<file path="config.mk">
export PLATFORM = sky130hd
export DESIGN_NAME = sys_cmd_decoder
export DESIGN_NICKNAME = d
export VERILOG_FILES = /design/src/rtl/sys_cmd_decoder.sv
export SDC_FILE = /design/constraint.sdc
export NUM_CORES = 1
export LEC_CHECK = 0
export BUFFER_PORTS_ARGS = -buffer_cell sky130_fd_sc_hd__buf_2
export CORE_ASPECT_RATIO = 1.75
export CORE_MARGIN = 3
export CORE_UTILIZATION = 28
export DETAILED_ROUTE_END_ITERATION = 12
export MAX_ROUTING_LAYER = met4
export RECOVER_POWER = 100
export SYNTH_ARGS = -nofsm -noshare
export SYNTH_HDL_FRONTEND = slang
export SYNTH_SLANG_ARGS = --single-unit
</file>
<file path="constraint.sdc">
create_clock -name CLK -period 1.9 [get_ports CLK]
set_clock_uncertainty 0.1 [all_clocks]
set_input_delay 0.095 -clock CLK [delete_from_list [all_inputs] [get_ports CLK]]
set_output_delay 0.095 -clock CLK [all_outputs]
set_load 0.01 [all_outputs]
</file>
<file path="src/rtl/sys_cmd_decoder.sv">
// sys_cmd_decoder: turns received command frames into register-file
// writes/reads and ALU operations, then returns results over the TX port.
module sys_cmd_decoder #(
   parameter int DATA_WIDTH = 8,
   parameter int ADDR_WIDTH = 4,
   parameter int ALU_WIDTH  = 16
) (
   input  logic                  CLK,
   input  logic                  RST_N,
   input  logic [DATA_WIDTH-1:0] RX_P_DATA,
   input  logic                  RX_D_VLD,
   output logic [ADDR_WIDTH-1:0] RF_Address,
   output logic                  RF_WrEn,
   output logic                  RF_RdEn,
   output logic [DATA_WIDTH-1:0] RF_WrData,
   input  logic [DATA_WIDTH-1:0] RF_RdData,
   input  logic                  RF_RdData_VLD,
   output logic                  ALU_EN,
   output logic [3:0]            ALU_FUN,
   input  logic [ALU_WIDTH-1:0]  ALU_OUT,
   input  logic                  ALU_OUT_VLD,
   output logic                  CLK_GATE_EN,
   output logic [DATA_WIDTH-1:0] TX_P_DATA,
   output logic                  TX_D_VLD,
   input  logic                  TX_BUSY
);

   localparam int RES_W = 2 * DATA_WIDTH;

   localparam logic [DATA_WIDTH-1:0] CMD_WR      = DATA_WIDTH'(8'hAA);
   localparam logic [DATA_WIDTH-1:0] CMD_RD      = DATA_WIDTH'(8'hBB);
   localparam logic [DATA_WIDTH-1:0] CMD_ALU_OP  = DATA_WIDTH'(8'hCC);
   localparam logic [DATA_WIDTH-1:0] CMD_ALU_NOP = DATA_WIDTH'(8'hDD);

   typedef enum logic [3:0] {
      S_IDLE, S_WR_ADDR, S_WR_DATA, S_RD_ADDR, S_RD_WAIT,
      S_ALU_OPA, S_ALU_OPB, S_ALU_FUN, S_ALU_WAIT, S_TX_LSB, S_TX_MSB
   } state_t;

   state_t                r_state;
   logic                  r_rx_vld_d;
   logic [ADDR_WIDTH-1:0] r_wr_addr;
   logic [RES_W-1:0]      r_res;
   logic                  r_is_alu;
   logic [ADDR_WIDTH-1:0] r_addr;
   logic                  r_wr_en;
   logic                  r_rd_en;
   logic [DATA_WIDTH-1:0] r_wdata;
   logic                  r_alu_en;
   logic [3:0]            r_alu_fun;
   logic                  r_clk_gate;
   logic [DATA_WIDTH-1:0] r_tx_data;
   logic                  r_tx_vld;

   // A byte is consumed only on the rising edge of RX_D_VLD, so a held
   // strobe can never be taken as a second byte.
   logic w_rx_evt;
   assign w_rx_evt = RX_D_VLD & ~r_rx_vld_d;

   assign RF_Address  = r_addr;
   assign RF_WrEn     = r_wr_en;
   assign RF_RdEn     = r_rd_en;
   assign RF_WrData   = r_wdata;
   assign ALU_EN      = r_alu_en;
   assign ALU_FUN     = r_alu_fun;
   assign CLK_GATE_EN = r_clk_gate;
   assign TX_P_DATA   = r_tx_data;
   assign TX_D_VLD    = r_tx_vld;

   // Frame decoder FSM with registered strobes, operands and TX handshake.
   always_ff @(posedge CLK or negedge RST_N) begin
      if (!RST_N) begin
         r_state    <= S_IDLE;
         r_rx_vld_d <= 1'b0;
         r_wr_addr  <= '0;
         r_res      <= '0;
         r_is_alu   <= 1'b0;
         r_addr     <= '0;
         r_wr_en    <= 1'b0;
         r_rd_en    <= 1'b0;
         r_wdata    <= '0;
         r_alu_en   <= 1'b0;
         r_alu_fun  <= '0;
         r_clk_gate <= 1'b0;
         r_tx_data  <= '0;
         r_tx_vld   <= 1'b0;
      end else begin
         r_rx_vld_d <= RX_D_VLD;
         r_wr_en    <= 1'b0;
         r_rd_en    <= 1'b0;
         case (r_state)
            S_IDLE: begin
               if (w_rx_evt) begin
                  case (RX_P_DATA)
                     CMD_WR: r_state <= S_WR_ADDR;
                     CMD_RD: r_state <= S_RD_ADDR;
                     CMD_ALU_OP: begin
                        r_state    <= S_ALU_OPA;
                        r_clk_gate <= 1'b1;
                     end
                     CMD_ALU_NOP: begin
                        r_state    <= S_ALU_FUN;
                        r_clk_gate <= 1'b1;
                     end
                     default: r_state <= S_IDLE;
                  endcase
               end
            end
            S_WR_ADDR: begin
               if (w_rx_evt) begin
                  r_wr_addr <= RX_P_DATA[ADDR_WIDTH-1:0];
                  r_state   <= S_WR_DATA;
               end
            end
            S_WR_DATA: begin
               if (w_rx_evt) begin
                  r_addr  <= r_wr_addr;
                  r_wdata <= RX_P_DATA;
                  r_wr_en <= 1'b1;
                  r_state <= S_IDLE;
               end
            end
            S_RD_ADDR: begin
               if (w_rx_evt) begin
                  r_addr  <= RX_P_DATA[ADDR_WIDTH-1:0];
                  r_rd_en <= 1'b1;
                  r_state <= S_RD_WAIT;
               end
            end
            S_RD_WAIT: begin
               if (RF_RdData_VLD) begin
                  r_res    <= RES_W'(RF_RdData);
                  r_is_alu <= 1'b0;
                  r_state  <= S_TX_LSB;
               end
            end
            S_ALU_OPA: begin
               if (w_rx_evt) begin
                  r_addr  <= '0;
                  r_wdata <= RX_P_DATA;
                  r_wr_en <= 1'b1;
                  r_state <= S_ALU_OPB;
               end
            end
            S_ALU_OPB: begin
               if (w_rx_evt) begin
                  r_addr  <= ADDR_WIDTH'(1);
                  r_wdata <= RX_P_DATA;
                  r_wr_en <= 1'b1;
                  r_state <= S_ALU_FUN;
               end
            end
            S_ALU_FUN: begin
               if (w_rx_evt) begin
                  r_alu_fun <= RX_P_DATA[3:0];
                  r_alu_en  <= 1'b1;
                  r_state   <= S_ALU_WAIT;
               end
            end
            S_ALU_WAIT: begin
               if (ALU_OUT_VLD) begin
                  r_res      <= RES_W'(ALU_OUT);
                  r_is_alu   <= 1'b1;
                  r_alu_en   <= 1'b0;
                  r_clk_gate <= 1'b0;
                  r_state    <= S_TX_LSB;
               end
            end
            S_TX_LSB: begin
               if (!r_tx_vld) begin
                  if (!TX_BUSY) begin
                     r_tx_vld  <= 1'b1;
                     r_tx_data <= r_res[DATA_WIDTH-1:0];
                  end
               end else if (TX_BUSY) begin
                  r_tx_vld <= 1'b0;
                  r_state  <= r_is_alu ? S_TX_MSB : S_IDLE;
               end
            end
            S_TX_MSB: begin
               if (!r_tx_vld) begin
                  if (!TX_BUSY) begin
                     r_tx_vld  <= 1'b1;
                     r_tx_data <= r_res[RES_W-1:DATA_WIDTH];
                  end
               end else if (TX_BUSY) begin
                  r_tx_vld <= 1'b0;
                  r_state  <= S_IDLE;
               end
            end
            default: r_state <= S_IDLE;
         endcase
      end
   end

endmodule

</file>
# Word level (Yosys, flattened, before mapping)
# Index checks and enable logic that the tools add are counted.
# classes
add_sub_neg,0
n_eq_ne,32
reduce_logical,18
n_mux,41
mul,0
n_shift,0
n_div,0
magnitude_cmp,0
bitwise,2
# ops
op,count
$mux 4,17
$pmux 4 s11,1
$ne 2x2->1 const B,18
$eq 8x8->1 const B,4
$mux 16,2
$mux 8,4
$pmux 16 s2,1
$eq 4x3->1 const B,4
$pmux 4 s4,1
$pmux 8 s2,1
$reduce_and 13->1,1
$eq 4x4->1 const B,3
$pmux 3 s4,1
$mux 1,10
$reduce_and 5->1,2
$eq 4x2->1 const B,2
$reduce_bool 2->1,4
$pmux 1 s2,3
$reduce_and 2->1,3
$reduce_and 3->1,2
$eq 4x1->1 const B,1
$logic_not 4->1,1
$reduce_and 4->1,1
$reduce_bool 4->1,1
other kinds (4),5
# word_totals
wordCells,107
mem_count,0
ramBits,0
mem_bits_ro,0
register_bits,55
latch_bits,0
out_inout_bits,29
in_bits,38

# Longest topological paths before layout
# logic_depth
word_depth,5
depth_mapped,7

# Worst setup path after synthesis
# Ideal clock, no wire load.
# synth_path
path_kind,register to register
startpoint,register r_state[2]
endpoint,"register r_tx_data[6], in the netlist TX_P_DATA[6]"
synth_period_minus_slack_ns,1.777
path_buffers,2
path_stages_with_launch,8
t_arrival_ns,1.554
slack_ns,0.123
cell_sequence,dfrtp_1 -> nand2b_1 -> or2_1 -> or3_1 -> buf_2 -> buf_2 -> nand2_1 -> o21ai_1
# synth_between
elab_chain_cells,3
elab_cells_between_ends,9
cone_classes,eq/ne: 6; mux: 1; reduce/logical: 2
# synth_lines
item,line_no,rtl
start: declaration,40,state_t r_state;
start signal: assignment,177,r_state <= r_is_alu ? S_TX_MSB : S_IDLE;
$eq 4x4->1,91,case (r_state)
$ne 2x2->1 (no line) / $reduce_bool 2->1 (equally long branches),n/a,
$reduce_and 5->1 (no line),n/a,
end signal: assignment,173,r_tx_data <= r_res[DATA_WIDTH-1:0];
end signal: assignment,184,r_tx_data <= r_res[RES_W-1:DATA_WIDTH];
end: declaration,52,logic [DATA_WIDTH-1:0] r_tx_data;
# Several ways; a longest one is shown, not always the timed one.
# A chain may end at the register's enable or synchronous reset.

# Final worst setup path
# layout_path
startpoint,input port RX_D_VLD
endpoint,register r_state[1]
# layout_between
elab_chain_cells,3
elab_cells_between_ends,9
cone_classes,eq/ne: 7; bitwise: 1; reduce/logical: 1
# layout_lines
item,line_no,rtl
start: declaration,11,"input logic RX_D_VLD,"
$and 1x1->1 (*),58,assign w_rx_evt = RX_D_VLD & ~r_rx_vld_d;
$ne 2x2->1 (no line),n/a,
$reduce_and 13->1 (no line) (*),n/a,
# Every way passes the cells marked *; elsewhere a longest branch is shown, timed or not.

==> out/results.txt <==
htree depth -> 2
DP HPWL -> 4870 um
Max Slew Vio Count -> 0
met3 routed WL -> 309 um
Commonest cells post-synth -> 55 x dfrtp_1, 24 x nand2_1, 17 x mux2_2, 16 x mux2i_1, 16 x o21ai_1
CP max stage cell -> dlygate4sd3_1
CTS buffer count -> 5
WL met2 -> 3660 um
crit-path max FO -> 6
Die Width -> 77.3 um
Crit Path Category -> input port to flop
synth warn -> 0
switching power -> 1840 uW
status -> finished, final reports clean
buffers added on ports -> 66
drt initial violations -> 110
Static Leak -> 0.00161 uW
CTS Sinks -> 55
DP Area -> 3130 sq um
post-route cell area -> 3580 sq um
commonest register cell after synthesis -> dfrtp_1
# DRC -> 0
worst vdd ir -> 635 uV
total gr overflow -> 0
reported max-cap violation count -> 0
Syn Area/Cell -> 11.4 sq um
diode count -> 0
Top delay family on crit path -> buffers and inverters
dpl cells -> 416
FFs w/ async S/R, synth -> 1.00
Root Driver -> clkbuf_16
Die Y -> 131 um
#FFs+latches synth -> 55
GPL Wtd Cong -> 0.829
worst-margin pin slew -> 0.824 ns
Die Area -> 10100 sq um
Metal-1 WL -> 2550 um
post-DR vias/cell -> 4.71
most frequent cell after synthesis -> dfrtp_1
CTS max path bufs -> 2
Synth-to-Final Area Change -> 43.7%
CP Capture Type -> flop
post-synth top area cell -> dfrtp_1
first-pass iteration count of the detailed router -> 4
remaining antenna violation count -> 0
Non-Filler Instances -> 454
startpoint types -> input port
Switching Fraction -> 0.366
layout cells sized above 1 -> 0.286
Rel. slew slack -> 0.451
core area -> 8480 sq um
Cell Rows -> 44
clock power share -> 0.189
global-route wire length before repair -> 10700 um
number of global-route vias before repair -> 2159
Synth area leaders -> dfrtp_1 55%, mux2_2 7.7%, mux2i_1 6.4%, nand2_1 3.6%, o21ai_1 3.2%
Power Dens Cells -> 1410 nW/um^2
count of cell types in the netlist -> 40
Final min period -> 1.81 ns
Gate Count Post-Synth -> 219
Req. time, crit path -> 1.95 ns
initial antenna violation count -> 0
Tot GR Track Use -> 0.141
critical-path cell list -> dlygate4sd3_1 > clkbuf_1 > nor2b_1 > a211oi_1 > a211oi_2 > buf_4 > o221ai_1
final hold vios -> 0
count of final setup violators -> 0
CTS tree -> done
sequential share of power -> 0.396
Peak Freq -> 553 MHz
num ports -> 67
clk slew on worst S/H paths -> 0.07 ns
EDFF count, synth -> 0
worst hold margin -> 0.000395 ns
max incr delay on CP -> 0.53 ns
largest net degree at the start of global routing -> 31
sequential fraction of the synthesis area -> 0.553
wire per inst -> 14.6 um
Hold WC Path Type -> input port to flop
Internal Power -> 3190 uW
final WL -> 6650 um
Yosys top cell area share -> 0.553
period utilization -> 0.952
Net Count, Synth -> 257
vias after detailed routing -> 2138
Comb pwr share -> 0.415
initial cell density of the core -> 0.294
top routing layer used -> met4
Post-layout nets -> 376
Buf/Inv on CP -> 3
mapped cell area -> 2490 sq um
Post CTS Setup Buffer Count -> 0
Clock Latency Late Sink -> 0.30 ns
Worst EP arrival -> 1.86 ns
==> area by class of cell <==
cell class	count	area, sq um
clock inverter	2	16.3
sequential	55	1380
inverter	7	26.3
timing repair buffer	123	798
fill	871	4900
tap	115	144
multi-input combinational	146	1070
clock buffer	6	139
==> metrics by stage <==
step / util / power (uW) / setup slack [ns] / TNS (ns)
after floorplan: - / 3220 / 0.123 / 0
after global placement: 0.369 / 4050 / 0.0392 / 0
after detailed placement: 0.369 / 4110 / 0.0351 / 0
after CTS: 0.423 / 5130 / 0.0325 / 0
after global routing: 0.422 / 5420 / -0.0223 / -0.0223
final: 0.422 / 5030 / 0.0908 / 0
==> routing by layer <==
layer | GRT usage | up-vias
met5 | - | -
met4 | 0.0597 | 0
met3 | 0.0309 | 6
met2 | 0.256 | 64
met1 | 0.146 | 1038
li1 | - | 1030
==> power groups by stage <==
stage               logic (uW)  registers (uW)  clock network, uW
floorplan                 1140            2080                  0
global placement          2080            1970                  0
detailed placement        2110            2000                  0
CTS                       2170            1980                989
global route              2310            2070               1040
finish                    2090            1990                952
==> placed cells by master (no fill, tap or decap), types with 2 or more instances in the layout <==
cell and instances:
clkbuf_16 5, nor2_1 8, a211oi_1 2, a2bb2oi_1 4, nand2b_1 5, xnor2_1 2, mux2i_1 16, a22oi_1 4
mux2_2 17, a21oi_1 3, a22o_1 8, nor4bb_1 2, clkbuf_2 2, o21ai_1 15, o21ai_0 6, dfrtp_1 54
a211oi_2 2, nand2_1 24, dlygate4sd3_1 30, buf_2 35, nand4_1 2, nand3_1 3, buf_4 23, inv_1 7
clkbuf_1 32
==> state kept, by name, summed over array words and instances (netlist names) <==
| name | cells |
|---|---|
| RF_Address | 4 |
| ALU_FUN | 4 |
| r_rx_vld_d | 1 |
| TX_P_DATA | 8 |
| RF_WrData | 8 |
| CLK_GATE_EN | 1 |
| RF_RdEn | 1 |
| RF_WrEn | 1 |
| TX_D_VLD | 1 |
| ALU_EN | 1 |
| r_wr_addr | 4 |
| r_is_alu | 1 |
| r_state | 4 |
| r_res | 16 |
==> repair_timing <==
action,4_1_cts,5_1_grt
gates resized for setup,0,8
endpoints found under the setup margin,0,20
hold buffers,30,0
endpoints found under the hold margin,77,0
==> final timing paths <==
path	from	endpoint	slack (ns)	depth (start not counted)
worst max-delay path	RX_D_VLD	r_state[1]	0.09	7
worst min-delay path	ALU_OUT[3]	r_res[3]	0.0004	3
worst max register to register	r_state[1]	r_state[1]	0.09	7
worst min register to register	r_res[7]	r_res[7]	0.39	2
max in group asynchronous	RST_N	RF_Address[0]	0.57	3
min in group asynchronous	RST_N	r_state[3]	0.31	2
==> worst register-to-register path, cell delays in order (launching register included) <==
cell and delay (ns):
dfrtp_2 0.47, buf_4 0.18, nor4bb_2 0.32, buf_4 0.17, nand4_1 0.09, o21ai_0 0.20, nand2_1 0.09, o221ai_1 0.09
==> logic make-up after synthesis <==
| logic type | count (synthesis) | synth area share |
|---|---|---|
| AND/OR/NAND/NOR | 55 | 0.109 |
| multiplexers | 33 | 0.141 |
| AO/OA/AOI/OAI | 56 | 0.158 |
| XOR/XNOR | 2 | 0.00704 |
| buffers and inverters | 18 | 0.0317 |
| flip-flops | 55 | 0.553 |
Power figures use the tool's default switching activity.
